## config.mk

```make
export PLATFORM = sky130hd
export DESIGN_NAME = io_uart_in
export DESIGN_NICKNAME = d
export VERILOG_FILES = /design/src/rtl/io_uart_in_pkg.sv /design/src/rtl/io_rx_fifo.sv /design/src/rtl/io_uart_in.sv
export SDC_FILE = /design/constraint.sdc
export NUM_CORES = 1
export LEC_CHECK = 0
export BUFFER_PORTS_ARGS = -buffer_cell sky130_fd_sc_hd__buf_2
export CORE_AREA = 2 2 139 128
export DETAILED_ROUTE_END_ITERATION = 10
export DIE_AREA = 0 0 141 130
export SLEW_MARGIN = 20
export SYNTH_ARGS = -nofsm -noshare
export SYNTH_HDL_FRONTEND = slang
export SYNTH_SLANG_ARGS = --single-unit
```

## constraint.sdc

```tcl
create_clock -name clk -period 3.7 [get_ports clk]
set_input_delay 0.925 -clock clk [delete_from_list [all_inputs] [get_ports clk]]
set_output_delay 0.925 -clock clk [all_outputs]
set_load 0.05 [all_outputs]
```

## src/rtl/io_uart_in_pkg.sv

```systemverilog
// Shared IO definitions for the UART receive block: register addresses,
// RXSTAT/RXCTRL bit positions and the word-address decoder.
package io_uart_in_pkg;

  localparam logic [15:0] IO_RXDATA_ADR = 16'hC800;
  localparam logic [15:0] IO_RXSTAT_ADR = 16'hC804;
  localparam logic [15:0] IO_RXCTRL_ADR = 16'hC808;

  localparam int unsigned RXSTAT_NE_BIT   = 0;
  localparam int unsigned RXSTAT_FULL_BIT = 1;
  localparam int unsigned RXSTAT_OVR_BIT  = 2;
  localparam int unsigned RXSTAT_CNT_LSB  = 4;
  localparam int unsigned RXSTAT_CNT_W    = 7;

  localparam int unsigned RXCTRL_IRQEN_BIT = 0;
  localparam int unsigned RXCTRL_FLUSH_BIT = 1;

  typedef enum logic [1:0] {
    REG_NONE,
    REG_RXDATA,
    REG_RXSTAT,
    REG_RXCTRL
  } io_reg_e;

  function automatic io_reg_e io_decode(input logic [15:2] adr);
    if (adr == IO_RXDATA_ADR[15:2]) return REG_RXDATA;
    if (adr == IO_RXSTAT_ADR[15:2]) return REG_RXSTAT;
    if (adr == IO_RXCTRL_ADR[15:2]) return REG_RXCTRL;
    return REG_NONE;
  endfunction

endpackage

```

## src/rtl/io_rx_fifo.sv

```systemverilog
// Synchronous byte FIFO for the UART receive path: push, pop, flush,
// full/empty flags and an occupancy count of 0..DEPTH.
module io_rx_fifo #(
  parameter int unsigned DEPTH = 16,
  localparam int unsigned AW = $clog2(DEPTH),
  localparam int unsigned CW = AW + 1
) (
  input  logic          clk,
  input  logic          rst_n,
  input  logic          push,
  input  logic          pop,
  input  logic          flush,
  input  logic [7:0]    din,
  output logic [7:0]    dout,
  output logic          full,
  output logic          empty,
  output logic [CW-1:0] count
);

  logic [7:0]    mem [DEPTH];
  logic [AW-1:0] wptr, rptr;
  logic          push_ok, pop_ok;

  assign full  = (count == CW'(DEPTH));
  assign empty = (count == '0);
  assign dout  = mem[rptr];

  // A pop in the same cycle frees the slot, so a push at full still fits.
  assign pop_ok  = pop & ~empty & ~flush;
  assign push_ok = push & (~full | pop_ok) & ~flush;

  always_ff @(posedge clk) begin
    if (push_ok) mem[wptr] <= din;
  end

  always_ff @(posedge clk or negedge rst_n) begin
    if (!rst_n) begin
      wptr  <= '0;
      rptr  <= '0;
      count <= '0;
    end else if (flush) begin
      wptr  <= '0;
      rptr  <= '0;
      count <= '0;
    end else begin
      if (push_ok) wptr <= wptr + 1'b1;
      if (pop_ok)  rptr <= rptr + 1'b1;
      case ({push_ok, pop_ok})
        2'b10:   count <= count + 1'b1;
        2'b01:   count <= count - 1'b1;
        default: count <= count;
      endcase
    end
  end

endmodule

```

## src/rtl/io_uart_in.sv

```systemverilog
// UART receive IO block: RXDATA/RXSTAT/RXCTRL registers on the IO daisy chain.
// Optional interrupt support is built when IO_UART_IN_IRQ_EN is defined.
module io_uart_in
  import io_uart_in_pkg::*;
#(
  parameter int unsigned FIFO_DEPTH = 16
) (
  input  logic        clk,
  input  logic        rst_n,
  input  logic [7:0]  uart_rx_char,
  input  logic        uart_rx_we,
  input  logic        dma_io_we,
  input  logic [15:2] dma_io_wadr,
  input  logic [31:0] dma_io_wdata,
  input  logic [15:2] dma_io_radr,
  input  logic        dma_io_radr_en,
  input  logic [31:0] dma_io_rdata_in,
  output logic [31:0] dma_io_rdata,
  output logic        rx_irq
);

  localparam int unsigned CW = $clog2(FIFO_DEPTH) + 1;

  io_reg_e       rsel, wsel;
  logic          rd_pop, flush, ovr_set, ovr_clr, overrun, irq_en_rd;
  logic          fifo_full, fifo_empty;
  logic [7:0]    fifo_dout;
  logic [CW-1:0] fifo_count;
  logic          hit_q;
  logic [31:0]   rd_q, rd_val;

  assign rsel    = dma_io_radr_en ? io_decode(dma_io_radr) : REG_NONE;
  assign wsel    = dma_io_we ? io_decode(dma_io_wadr) : REG_NONE;
  assign rd_pop  = (rsel == REG_RXDATA);
  assign flush   = (wsel == REG_RXCTRL) & dma_io_wdata[RXCTRL_FLUSH_BIT];
  assign ovr_clr = (wsel == REG_RXSTAT) & dma_io_wdata[RXSTAT_OVR_BIT];
  // A drop only happens when no same-cycle pop makes room and no flush wins.
  assign ovr_set = uart_rx_we & fifo_full & ~rd_pop & ~flush;

  io_rx_fifo #(.DEPTH(FIFO_DEPTH)) u_fifo (
    .clk   (clk),
    .rst_n (rst_n),
    .push  (uart_rx_we),
    .pop   (rd_pop),
    .flush (flush),
    .din   (uart_rx_char),
    .dout  (fifo_dout),
    .full  (fifo_full),
    .empty (fifo_empty),
    .count (fifo_count)
  );

  always_comb begin
    rd_val = '0;
    case (rsel)
      REG_RXDATA: if (!fifo_empty) rd_val[7:0] = fifo_dout;
      REG_RXSTAT: begin
        rd_val[RXSTAT_CNT_LSB +: RXSTAT_CNT_W] = RXSTAT_CNT_W'(fifo_count);
        rd_val[RXSTAT_OVR_BIT]  = overrun;
        rd_val[RXSTAT_FULL_BIT] = fifo_full;
        rd_val[RXSTAT_NE_BIT]   = ~fifo_empty;
      end
      REG_RXCTRL: rd_val[RXCTRL_IRQEN_BIT] = irq_en_rd;
      default:    rd_val = '0;
    endcase
  end

  always_ff @(posedge clk or negedge rst_n) begin
    if (!rst_n) begin
      overrun <= 1'b0;
      hit_q   <= 1'b0;
      rd_q    <= '0;
    end else begin
      if (ovr_set)      overrun <= 1'b1;
      else if (ovr_clr) overrun <= 1'b0;
      hit_q <= (rsel != REG_NONE);
      rd_q  <= rd_val;
    end
  end

  assign dma_io_rdata = hit_q ? rd_q : dma_io_rdata_in;

`ifdef IO_UART_IN_IRQ_EN
  logic irq_en, irq_q;
  logic unused_wdata;

  always_ff @(posedge clk or negedge rst_n) begin
    if (!rst_n) begin
      irq_en <= 1'b0;
      irq_q  <= 1'b0;
    end else begin
      if (wsel == REG_RXCTRL) irq_en <= dma_io_wdata[RXCTRL_IRQEN_BIT];
      irq_q <= irq_en & (~fifo_empty | overrun);
    end
  end

  assign irq_en_rd    = irq_en;
  assign rx_irq       = irq_q;
  assign unused_wdata = ^dma_io_wdata[31:3];
`else
  logic unused_wdata;

  assign irq_en_rd    = 1'b0;
  assign rx_irq       = 1'b0;
  assign unused_wdata = ^{dma_io_wdata[31:3], dma_io_wdata[0]};
`endif

endmodule
```

==> metrics.md, run 1 <==
| Metric | Value |
|---|---|
| Status | `finished clean` |
| Final Wtd Congestion | `0.793` |
| Post-synth EDFFs | `128` |
| Fin Setup TNS | `0 ns` |
| Total CTS buffers | `17` |
| Netlist cell types | `48` |
| Max incr delay on CP | `0.34 ns` |
| Final WL | `14.2 mm` |
| Slew @ Worst Pin | `0.943 ns` |
| Height of the die | `130 um` |
| # clock sinks | `152` |
| Most used cell, CP | `nor3_1` |
| Core Area | `17100 um^2` |
| CTS Hold Bufs | `0` |
| Max-cap violation count | `0` |
| Reg2reg end | `u_fifo.count[4]$_DFFE_PN0P_` |
| Die area | `18300 um^2` |
| Critical Path End Type | `flop` |
| Largest net degree at the start of global routing | `33` |
| Reg2Reg Depth | `11` |
| Final Hold Viols | `0` |
| Syn Nets | `517` |
| Initial antenna violation count | `0` |
| Post-DRT Antenna Nets | `0` |
| Critical path class | `input pin to flop` |
| RSZ-0062 raised after global routing | `no` |
| Power density over cell area | `547 nW/um^2` |
| Asr flop ratio synth | `15.8%` |
| # Post-CTS Setup Buffers | `0` |
| Routed via count | `3933` |
| Number of synthesis warnings | `0` |
| Worst path bufs/invs | `1` |
| Fin util | `47.3%` |
| Mapped Area | `6620 um^2` |
| Clock Pin Slew Worst Setup and Hold Paths | `0.06 ns` |
| Rows | `46` |
| Post-layout net count | `645` |
| Die width | `141 um` |
| Pre-antenna DRT Iters | `6` |
| Total Routing Usage GR | `16.5%` |
| H-Tree Depth | `4` |
| Dpl hpwl | `9.58 mm` |
| Cells after synthesis | `406` |
| CP Cell Sequence | `buf_2, nor4b_2, nand4_1, nor3_1, nand2_1, xnor2_1, ha_1, or3_1, or3_1, nor3_1, nor3_1, nor3_1` |
| DR DRC count | `0` |
| Buffers on Ports | `106` |
| Startpoint class of the critical path | `input pin` |
| Global-route wire length before repair | `22.4 mm` |
| Critical Path Fanout Max | `3` |
| CTS tree | `built` |
| Fin Clk Skew | `0.0102 ns` |
| Clk Latency, worst-skew pair | `0.42 ns` |
| R2r startpoint | `u_fifo.count[1]$_DFFE_PN0P_` |
| Max IR drop VDD | `0.000378 V` |
| # IOs | `138` |
| Main synth FF type | `edfxtp_1` |
| Setup-failing EPs final | `0` |
| CP required | `4.03 ns` |
| Fin. max-slew vios | `0` |
| Relative slew slack | `37.1%` |
| Initial DRC count | `344` |
| Avg Cell Area, Syn | `16.3 um^2` |
| Area Overhead vs Synth | `22.2%` |
| Share of the yosys chip area belonging to registers | `67.1%` |
| Vias in the first global route | `4150` |
| LEAKAGE | `2.92 nW` |
| Yosys reg bits | `152` |
| CTS root buf | `clkbuf_16` |
| R2R setup slack | `0.72 ns` |
| GRT overflow | `0` |
| Slowest stage cell, crit path | `nor4b_2` |
| Fmax | `323 MHz` |
| WL/cell | `18.6 um` |
| # resized after CTS | `0` |
| Starting Density | `38.7%` |
| Post-DR vias/cell | `5.15` |
| Most frequent cells in the layout | `edfxtp_1 (128), buf_2 (106), nor2b_1 (28), mux4_2 (26), buf_4 (25)` |
| Most common cell after layout, fill and taps aside | `edfxtp_1` |
| Max Root-Sink Buffers | `2` |
| Worst hold-check path type | `input pin to async pin` |
| Period utilization | `83.7%` |
| Fin crit period | `3.10 ns` |
| N_diodes | `0` |
| Share of cells above drive strength 1 | `37.5%` |
| CP delay by family, top | `simple AND/OR/NAND/NOR gates` |
| Critical Path AT | `3.43 ns` |
[final cells by class]
type	instances	area, um^2
Fill cell	1440	9000
Timing Repair Buffer	131	718
Inverter	5	18.8
Multi-Input combinational cell	227	2040
Clock inverter	15	179
Clock buffer	17	425
Sequential cell	152	4450
Tap cell	216	270
[metrics by stage]
| step | instance area, um^2 | power, mW | setup slack [ns] | instances | hold WS [ns] |
|---|---|---|---|---|---|
| 2_1_floorplan | 6620 | 2.50 | 0.472 | 406 | 0.466 |
| 3_3_place_gp | 7490 | 2.69 | 0.351 | 731 | 0.514 |
| 3_5_place_dp | 7490 | 2.72 | 0.164 | 731 | 0.527 |
| 4_1_cts | 8090 | 4.46 | 0.634 | 763 | 0.488 |
| 5_1_grt | 8090 | 4.61 | 0.324 | 763 | 0.513 |
| 6_report | 8090 | 4.42 | 0.603 | 763 | 0.480 |
[Yosys cell counts, drive strengths merged, types with 6 or more instances]
library cell  instances  area, um^2
edfxtp              128        3840
mux4                 33         769
nor2b                28         175
dfrtp                24         601
nand2                21        78.8
nor2                 21        81.3
a21oi                18        97.6
nor3                 16        80.1
buf                  13        90.1
mux2                 11         124
clkbuf                9        35.0
o21ai                 8        40.0
mux2i                 7        70.1
a211oi                6        45.0
ha                    6        75.1
[per-layer routing]
metal / vias to the layer above / global-route usage, % / wire (um)
met3: 4 / 4.92 / 834
met5: - / 0 / 0
li1: 1854 / - / -
met4: 0 / 3.76 / 85
met1: 1962 / 20.8 / 6170
met2: 113 / 28.6 / 7090
[worst max path at each step]
| stage | cells after the start | startpoint | to | slack (ns) |
|---|---|---|---|---|
| after global placement | 12 | dma_io_radr[10] | u_fifo.count[4]$_DFFE_PN0P_ | 0.35 |
| after detailed placement | 12 | dma_io_radr[10] | u_fifo.count[4]$_DFFE_PN0P_ | 0.16 |
| after CTS | 12 | dma_io_radr[10] | u_fifo.count[4]$_DFFE_PN0P_ | 0.63 |
| final | 12 | dma_io_radr[10] | u_fifo.count[4]$_DFFE_PN0P_ | 0.60 |
| after floorplan | 11 | dma_io_radr[10] | u_fifo.count[4]$_DFFE_PN0P_ | 0.47 |
| after global routing | 12 | dma_io_radr[6] | u_fifo.count[4]$_DFFE_PN0P_ | 0.32 |
[sequential cells by signal, summed over array words and instances, names as in the netlist]
| signal | count |
|---|---|
| overrun | 1 |
| u_fifo.wptr | 4 |
| hit_q | 1 |
| u_fifo.rptr | 4 |
| u_fifo.mem | 128 |
| rd_q | 9 |
| u_fifo.count | 5 |
[kinds of logic after synthesis]
logic type                 count (synthesis)  share of synthesized area, %
other                                      1                        0.0566
DFF                                      152                          67.1
muxes                                     51                          14.5
buffers and inverters                     27                          2.17
AOI/OAI and AO/OA                         45                          4.34
and+or+nand+nor                          120                          10.1
adders and majority gates                  6                          1.13
xor gates and xnor gates                   4                         0.529
[report_power, final]
part / internal, mW / leakage [nW] / switching (mW)
Combinational: 0.213 / 1.17 / 0.340
Sequential: 2.02 / 1.47 / 0.104
Clock: 1.06 / 0.277 / 0.682
Total: 3.30 / 2.92 / 1.13
[worst reg2reg max path, stage by stage (launching register included)]
cell and delay (ns):
dfrtp_1 0.49, nor4_2 0.47, a21o_1 0.31, nor3_1 0.11, nand2_1 0.10, xnor2_1 0.07, ha_1 0.22, or3_1 0.32
or3_1 0.31, nor3_1 0.22, nor3_1 0.07, nor3_1 0.20
Note: power is estimated with default switching activity, not from simulation.
==> inputs of run 2 (changes only) <==
clock period = 2.6 ns   (was 3.7 ns; I/O delays follow)
==> run 2 against run 1 <==
The flow now finishes with violations (negative setup slack); hold slack worse by 0.27 ns; total power up 40%; register-to-register slack got worse by 0.64 ns; utilization rose by 0.81 points; non-clock buffer count up 15; clock power rose by 29%; combinational power rose by 66%; sequential share of layout area down 0.92 points; sequential cell count unchanged; count of clock-buffer cells in the layout up 8; critical path type unchanged; largest power group unchanged.
==> metrics.md, run 2 (synthesis results as in run 1) <==
| Metric | Value |
|---|---|
| Vias in the first global route | `4224 (+1.8%)` |
| H-Tree Depth | `4 (unchanged)` |
| Top Registers | `u_fifo.mem x128, rd_q x9, u_fifo.count x5` |
| Post-Layout Inst Area | `8230 um^2 (+1.7%)` |
| Total power | `6.18 mW (+40%)` |
| Fin. max-slew vios | `0 (unchanged)` |
| Dpl hpwl | `9.92 mm (+3.5%)` |
| DR DRC count | `0 (unchanged)` |
| Relative slew slack | `42.3% (+5.2 points)` |
| N_diodes | `0 (unchanged)` |
| CP Cell Sequence | `buf_2, nor4b_4, nand4_1, nor3_2, nand2_1, xnor2_1, ha_2, or3_4, or3_4, nor3_4, o21a_1, nor3_1` |
| Fmax | `379 MHz` |
| Reg2reg end | `u_fifo.count[4]$_DFFE_PN0P_` |
| Pre-antenna DRT Iters | `4 (-2)` |
| Final Wtd Congestion | `0.866 (+9.2%)` |
| Grt met3 use | `4.51% (-0.40 points)` |
| Period utilization | `102%` |
| Slowest stage cell, crit path | `or3_4` |
| Largest net degree at the start of global routing | `36 (+9.1%)` |
| R2r startpoint | `u_fifo.count[3]$_DFFE_PN0P_` |
| Placed cells | `745 (+1.9%)` |
| Critical Path AT | `2.94 ns (-0.49 ns)` |
| Die area | `18300 um^2 (unchanged)` |
| Critical Path End Type | `flop` |
| Starting Density | `38.7% (unchanged)` |
| Final WL | `14.9 mm (+5.1%)` |
| Gr busiest metal | `met2` |
| Initial DRC count | `301 (-13%)` |
| Post-DRT Antenna Nets | `0 (unchanged)` |
| Post-DR vias/cell | `5.24 (+1.6%)` |
| Met1 usage | `21.0% (+0.21 points)` |
| Status | `complete, but fails checks` |
| CP required | `2.90 ns (-1.13 ns)` |
| Share of cells above drive strength 1 | `40.4% (+2.9 points)` |
| Buffers on Ports | `106 (unchanged)` |
| Total CTS buffers | `17 (unchanged)` |
| Total Routing Usage GR | `17.1% (+0.54 points)` |
| Max incr delay on CP | `0.35 ns (about the same)` |
| Most used cell, CP | `or3_4` |
| Placed inst area | `7660 um^2 (+2.3%)` |
| Clk Latency, worst-skew pair | `0.42 ns (about the same)` |
| Max Root-Sink Buffers | `2 (unchanged)` |
| Max IR drop VDD | `0.000482 V (+28%)` |
| Initial antenna violation count | `0 (unchanged)` |
| CTS root buf | `clkbuf_16` |
| Most common cell after layout, fill and taps aside | `edfxtp_1` |
| Rows | `46 (unchanged)` |
| Largest register FFs | `128 (unchanged)` |
| Fin crit period | `2.64 ns` |
| Global-route wire length before repair | `23.1 mm (+3.0%)` |
| LEAKAGE | `3.02 nW (+3.4%)` |
| Most frequent cells in the layout | `edfxtp_1 (128), buf_2 (106), buf_4 (38), nor2b_1 (28), mux4_2 (26)` |
| Startpoint class of the critical path | `input pin` |
| Die width | `141 um (unchanged)` |
| Final Non-Filler Cells | `778 (+2.0%)` |
| Area Overhead vs Synth | `24.3%` |
| Core Area | `17100 um^2 (unchanged)` |
| WL/cell | `19.2 um (+3.1%)` |
| Reg2Reg Depth | `11 (unchanged)` |
| Clock Pin Slew Worst Setup and Hold Paths | `0.06 ns (about the same)` |
| R2R setup slack | `0.08 ns (-0.64 ns)` |
| Max-cap violation count | `0 (unchanged)` |
| RSZ-0062 raised after global routing | `yes` |
| Met2 usage | `29.7% (+1.1 points)` |
| Final Hold Viols | `0 (unchanged)` |
| Fin Clk Skew | `0.00726 ns (-0.00295 ns)` |
| Setup-failing EPs final | `1 (+1)` |
| Critical Path Fanout Max | `3 (unchanged)` |
| Critical path class | `input pin to flop` |
| Final WS setup | `-0.0394 ns (-0.642 ns)` |
| Failing checks | `negative setup slack` |
| Post-layout net count | `660 (+2.3%)` |
| # IOs | `138 (unchanged)` |
| CTS tree | `built` |
| Power density over cell area | `750 nW/um^2 (+37%)` |
| Routed via count | `4076 (+3.6%)` |
| Dpl ws | `-0.448 ns (-0.612 ns)` |
| GRT overflow | `0 (unchanged)` |
| Largest register by flop count | `u_fifo.mem` |
| CTS Hold Bufs | `0 (unchanged)` |
| # clock sinks | `152 (unchanged)` |
| Slew @ Worst Pin | `0.865 ns (-0.0780 ns)` |
| Worst hold-check path type | `input pin to async pin` |
| Height of the die | `130 um (unchanged)` |
## run 2: cell count changes in the layout (fill, tap and decap cells not counted), moves of 3 or more
cell	delta
bufinv_16	-3
nor3_2	+5
clkinv_4	-4
inv_4	+4
buf_4	+13
clkinvlp_4	-5
nor3_1	-6
clkbuf_1	+4
clkbuf_8	+3
clkinv_2	+3
## run 2: how the worst max path moves through the flow
stage	start	endpoint	slack [ns]	cells after the start
4_1_cts	dma_io_radr[10]	u_fifo.count[4]$_DFFE_PN0P_	0.02	12
6_report	dma_io_radr[12]	u_fifo.count[4]$_DFFE_PN0P_	-0.04	12
3_3_place_gp	dma_io_radr[10]	u_fifo.count[4]$_DFFE_PN0P_	-0.37	12
5_1_grt	dma_io_radr[12]	u_fifo.count[4]$_DFFE_PN0P_	-0.13	12
3_5_place_dp	dma_io_radr[10]	u_fifo.count[4]$_DFFE_PN0P_	-0.45	12
2_1_floorplan	dma_io_radr[10]	u_fifo.count[4]$_DFFE_PN0P_	-0.28	11
## run 2: layout make-up
cell class / count / area, um^2
clock buffers: 25 / 507
clock inverters: 7 / 40.0
fillers: 1487 / 8860
inverters: 5 / 18.8
multi-input cells: 227 / 2090
flip-flops and latches: 152 / 4450
well taps: 216 / 270
repair buffers: 146 / 856
## run 2: timing repair
item                                    CTS  global route
endpoints found under the setup margin    0             1
gates resized for setup                   0             4
buffers inserted                          0             1
## run 2: worst max-delay path, delay by kind of cell
family	cells	cell delay [ns]
buffers and inverters	1	0.11
XOR/XNOR	1	0.13
adder cells (fa/ha/maj)	1	0.18
AND/OR/NAND/NOR	8	1.74
AO/OA/AOI/OAI	1	0.13
## run 2: where the power goes
part           total, mW  internal, mW  switching (mW)
Combinational      0.919         0.358           0.561
Sequential          3.00          2.88           0.119
Clock               2.25          1.35           0.904
Total               6.18          4.59            1.58
## run 2: routing by layer
| metal | vias to the layer above | part of all wire [%] |
|---|---|---|
| li1 | 1880 | - |
| met1 | 2053 | 43 |
| met2 | 123 | 51 |
| met3 | 20 | 4.7 |
| met4 | 0 | 1.6 |
| met5 | - | 0 |
## run 2: through the flow
step	setup TNS [ns]	utilization [%]	hold slack [ns]
after floorplan	-0.328	-	0.354
after global placement	-1.13	44.8	0.557
after detailed placement	-3.00	44.8	0.557
after CTS	0	48.0	0.231
after global routing	-0.130	48.1	0.252
final	-0.0394	48.1	0.215
==> inputs of run 3 (changes only) <==
BUFFER_PORTS_ARGS = default   (was -buffer_cell sky130_fd_sc_hd__buf_2)
DONT_BUFFER_PORTS = 1   (was default)
==> run 3 against run 2 <==
Critical endpoint unchanged; largest cell class unchanged; the flow now finishes without violations; wire length fell by 4.8%; register-to-register slack improved by 0.06 ns; sequential share of layout area rose by 2.5 points.
==> metrics.md, run 3 (synthesis results as in run 1) <==
| Metric | Value |
|---|---|
| Share of cells above drive strength 1 | `29.1% (-11 points)` |
| CP delay by family, top | `simple AND/OR/NAND/NOR gates` |
| Met2 Routed Length | `7.15 mm (-6.4%)` |
| Power density over cell area | `778 nW/um^2 (+3.7%)` |
| # clock sinks | `152 (unchanged)` |
| # Post-CTS Setup Buffers | `0 (unchanged)` |
| CTS root buf | `clkbuf_16` |
| Fmax | `407 MHz (+7.4%)` |
| Top sig layer | `met4` |
| H-Tree Depth | `4 (unchanged)` |
| Post-DRT Antenna Nets | `0 (unchanged)` |
| Buffers on Ports | `0 (-100%)` |
| Fin crit period | `2.46 ns (-0.182 ns)` |
| Total Routing Usage GR | `16.1% (-0.98 points)` |
| Final Wtd Congestion | `0.798 (-7.9%)` |
| Vias in the first global route | `3852 (-8.8%)` |
| Initial antenna violation count | `0 (unchanged)` |
| CP required | `2.93 ns (+0.03 ns)` |
| Post-DR vias/cell | `5.48 (+4.7%)` |
| Pre-antenna DRT Iters | `4 (unchanged)` |
| Relative slew slack | `50.8% (+8.5 points)` |
| Area Overhead vs Synth | `18.7%` |
| Fill cells | `1451 (-2.4%)` |
| Max-cap violation count | `0 (unchanged)` |
| Routed via count | `3805 (-6.6%)` |
| Critical Path End Type | `flop` |
| Max IR drop VDD | `0.000432 V (-10%)` |
| WHS | `0.0393 ns (-0.175 ns)` |
| N_diodes | `0 (unchanged)` |
| Startpoint class of the critical path | `flop` |
| Top Registers | `u_fifo.mem x128, rd_q x9, u_fifo.count x5` |
| Worst path bufs/invs | `0 (-1)` |
| Final WL | `14.2 mm (-4.8%)` |
| # IOs | `138 (unchanged)` |
| WL/cell | `20.5 um (+6.7%)` |
| Initial DRC count | `248 (-18%)` |
| Final Non-Filler Cells | `694 (-11%)` |
| Total CTS buffers | `17 (unchanged)` |
| Largest register FFs | `128 (unchanged)` |
| Most frequent cells in the layout | `edfxtp_1 (128), buf_4 (61), nor2b_1 (28), mux4_2 (26), dfrtp_1 (22)` |
| LEAKAGE | `2.69 nW (-11%)` |
| Critical Path AT | `2.78 ns (-0.16 ns)` |
| Largest net degree at the start of global routing | `36 (unchanged)` |
| Most common cell after layout, fill and taps aside | `edfxtp_1` |
| Setup-failing EPs final | `0 (-1)` |
| Slowest stage cell, crit path | `dfrtp_1` |
| Critical path class | `flop to flop` |
| Slew @ Worst Pin | `0.737 ns (-0.127 ns)` |
| GRT overflow | `0 (unchanged)` |
| DR DRC count | `0 (unchanged)` |
| Clock Pin Slew Worst Setup and Hold Paths | `0.06 ns (about the same)` |
| CTS tree | `built` |
| Dpl hpwl | `9.40 mm (-5.3%)` |
| Final Hold Viols | `0 (unchanged)` |
| Height of the die | `130 um (unchanged)` |
| Period utilization | `94.5% (-7.0 points)` |
| Placed cells | `662 (-11%)` |
| M1 wire length | `6.19 mm (-2.5%)` |
| Met3 routed WL | `749 um (+6.8%)` |
| Starting Density | `38.7% (unchanged)` |
| Clk Latency, worst-skew pair | `0.42 ns (about the same)` |
| Worst hold-check path type | `input pin to async pin` |
| CP Cell Sequence | `nor4_4, a21o_1, nor3_2, nand2_1, xnor2_1, ha_2, or3_1, or3_1, nor3_2, nor3_1, nor3_1` |
| Die area | `18300 um^2 (unchanged)` |
| Max Root-Sink Buffers | `2 (unchanged)` |
| Die width | `141 um (unchanged)` |
| Fin. max-slew vios | `0 (unchanged)` |
| Core Area | `17100 um^2 (unchanged)` |
| Post-layout net count | `577 (-13%)` |
| R2R setup slack | `0.14 ns (+0.06 ns)` |
| Status | `finished clean` |
| Rows | `46 (unchanged)` |
| Max incr delay on CP | `0.42 ns (+0.07 ns)` |
| Fin Clk Skew | `0.00817 ns (+0.000905 ns)` |
| Largest register by flop count | `u_fifo.mem` |
| Global-route wire length before repair | `21.4 mm (-7.4%)` |
| Critical Path Fanout Max | `3 (unchanged)` |
==> run 3: per-layer routing <==
layer	GRT usage (%)	vias up
li1	-	1716
met1	20.2	1955
met2	27.7	124
met3	4.92	10
met4	4.06	0
met5	0	-
==> run 3: cell type report <==
| class | count | area [um^2] | area share (%) |
|---|---|---|---|
| Clock inverter | 11 | 106 | 1.35 |
| Multi-Input combinational cell | 227 | 2090 | 26.5 |
| Clock buffer | 20 | 437 | 5.55 |
| Timing Repair Buffer | 63 | 498 | 6.33 |
| Tap cell | 216 | 270 | 3.44 |
| Sequential cell | 152 | 4450 | 56.6 |
| Inverter | 5 | 18.8 | 0.239 |
==> run 3: final timing paths <==
kind,start,endpoint,cells after the start
max,u_fifo.count[1]$_DFFE_PN0P_,u_fifo.count[4]$_DFFE_PN0P_,11
min,rst_n,rd_q[0]$_DFF_PN0_,1
max reg2reg,u_fifo.count[1]$_DFFE_PN0P_,u_fifo.count[4]$_DFFE_PN0P_,11
min reg2reg,overrun$_DFFE_PN0P_,overrun$_DFFE_PN0P_,1
max in group asynchronous,rst_n,u_fifo.rptr[0]$_DFFE_PN0P_,1
min in group clk,uart_rx_char[3],u_fifo.mem[1][3]$_DFFE_PP_,0
==> run 3: timing repair <==
item                                    CTS  global route
endpoints found under the setup margin    0             1
hold buffers                              1             0
hold endpoints to repair                 24             0
resized for setup                         0             3
==> run 3: metrics by stage <==
step / power (mW) / TNS [ns] / setup WS (ns) / instance area [um^2] / utilization [%]
finish: 6.12 / 0 / 0.143 / 7860 / 46.0
global route: 6.36 / -0.00949 / -0.00949 / 7860 / 46.0
CTS: 6.15 / 0 / 0.103 / 7850 / 45.9
detailed placement: 3.86 / -0.381 / -0.282 / 7290 / 42.6
global placement: 3.83 / -0.217 / -0.217 / 7290 / 42.6
floorplan: 3.56 / -0.328 / -0.282 / 6660 / -
==> run 3: where the power goes <==
group          total (mW)  internal, mW  switching (mW)
Combinational       0.837         0.327           0.510
Clock                2.27          1.39           0.882
Sequential           3.01          2.89           0.124
Total                6.12          4.60            1.52
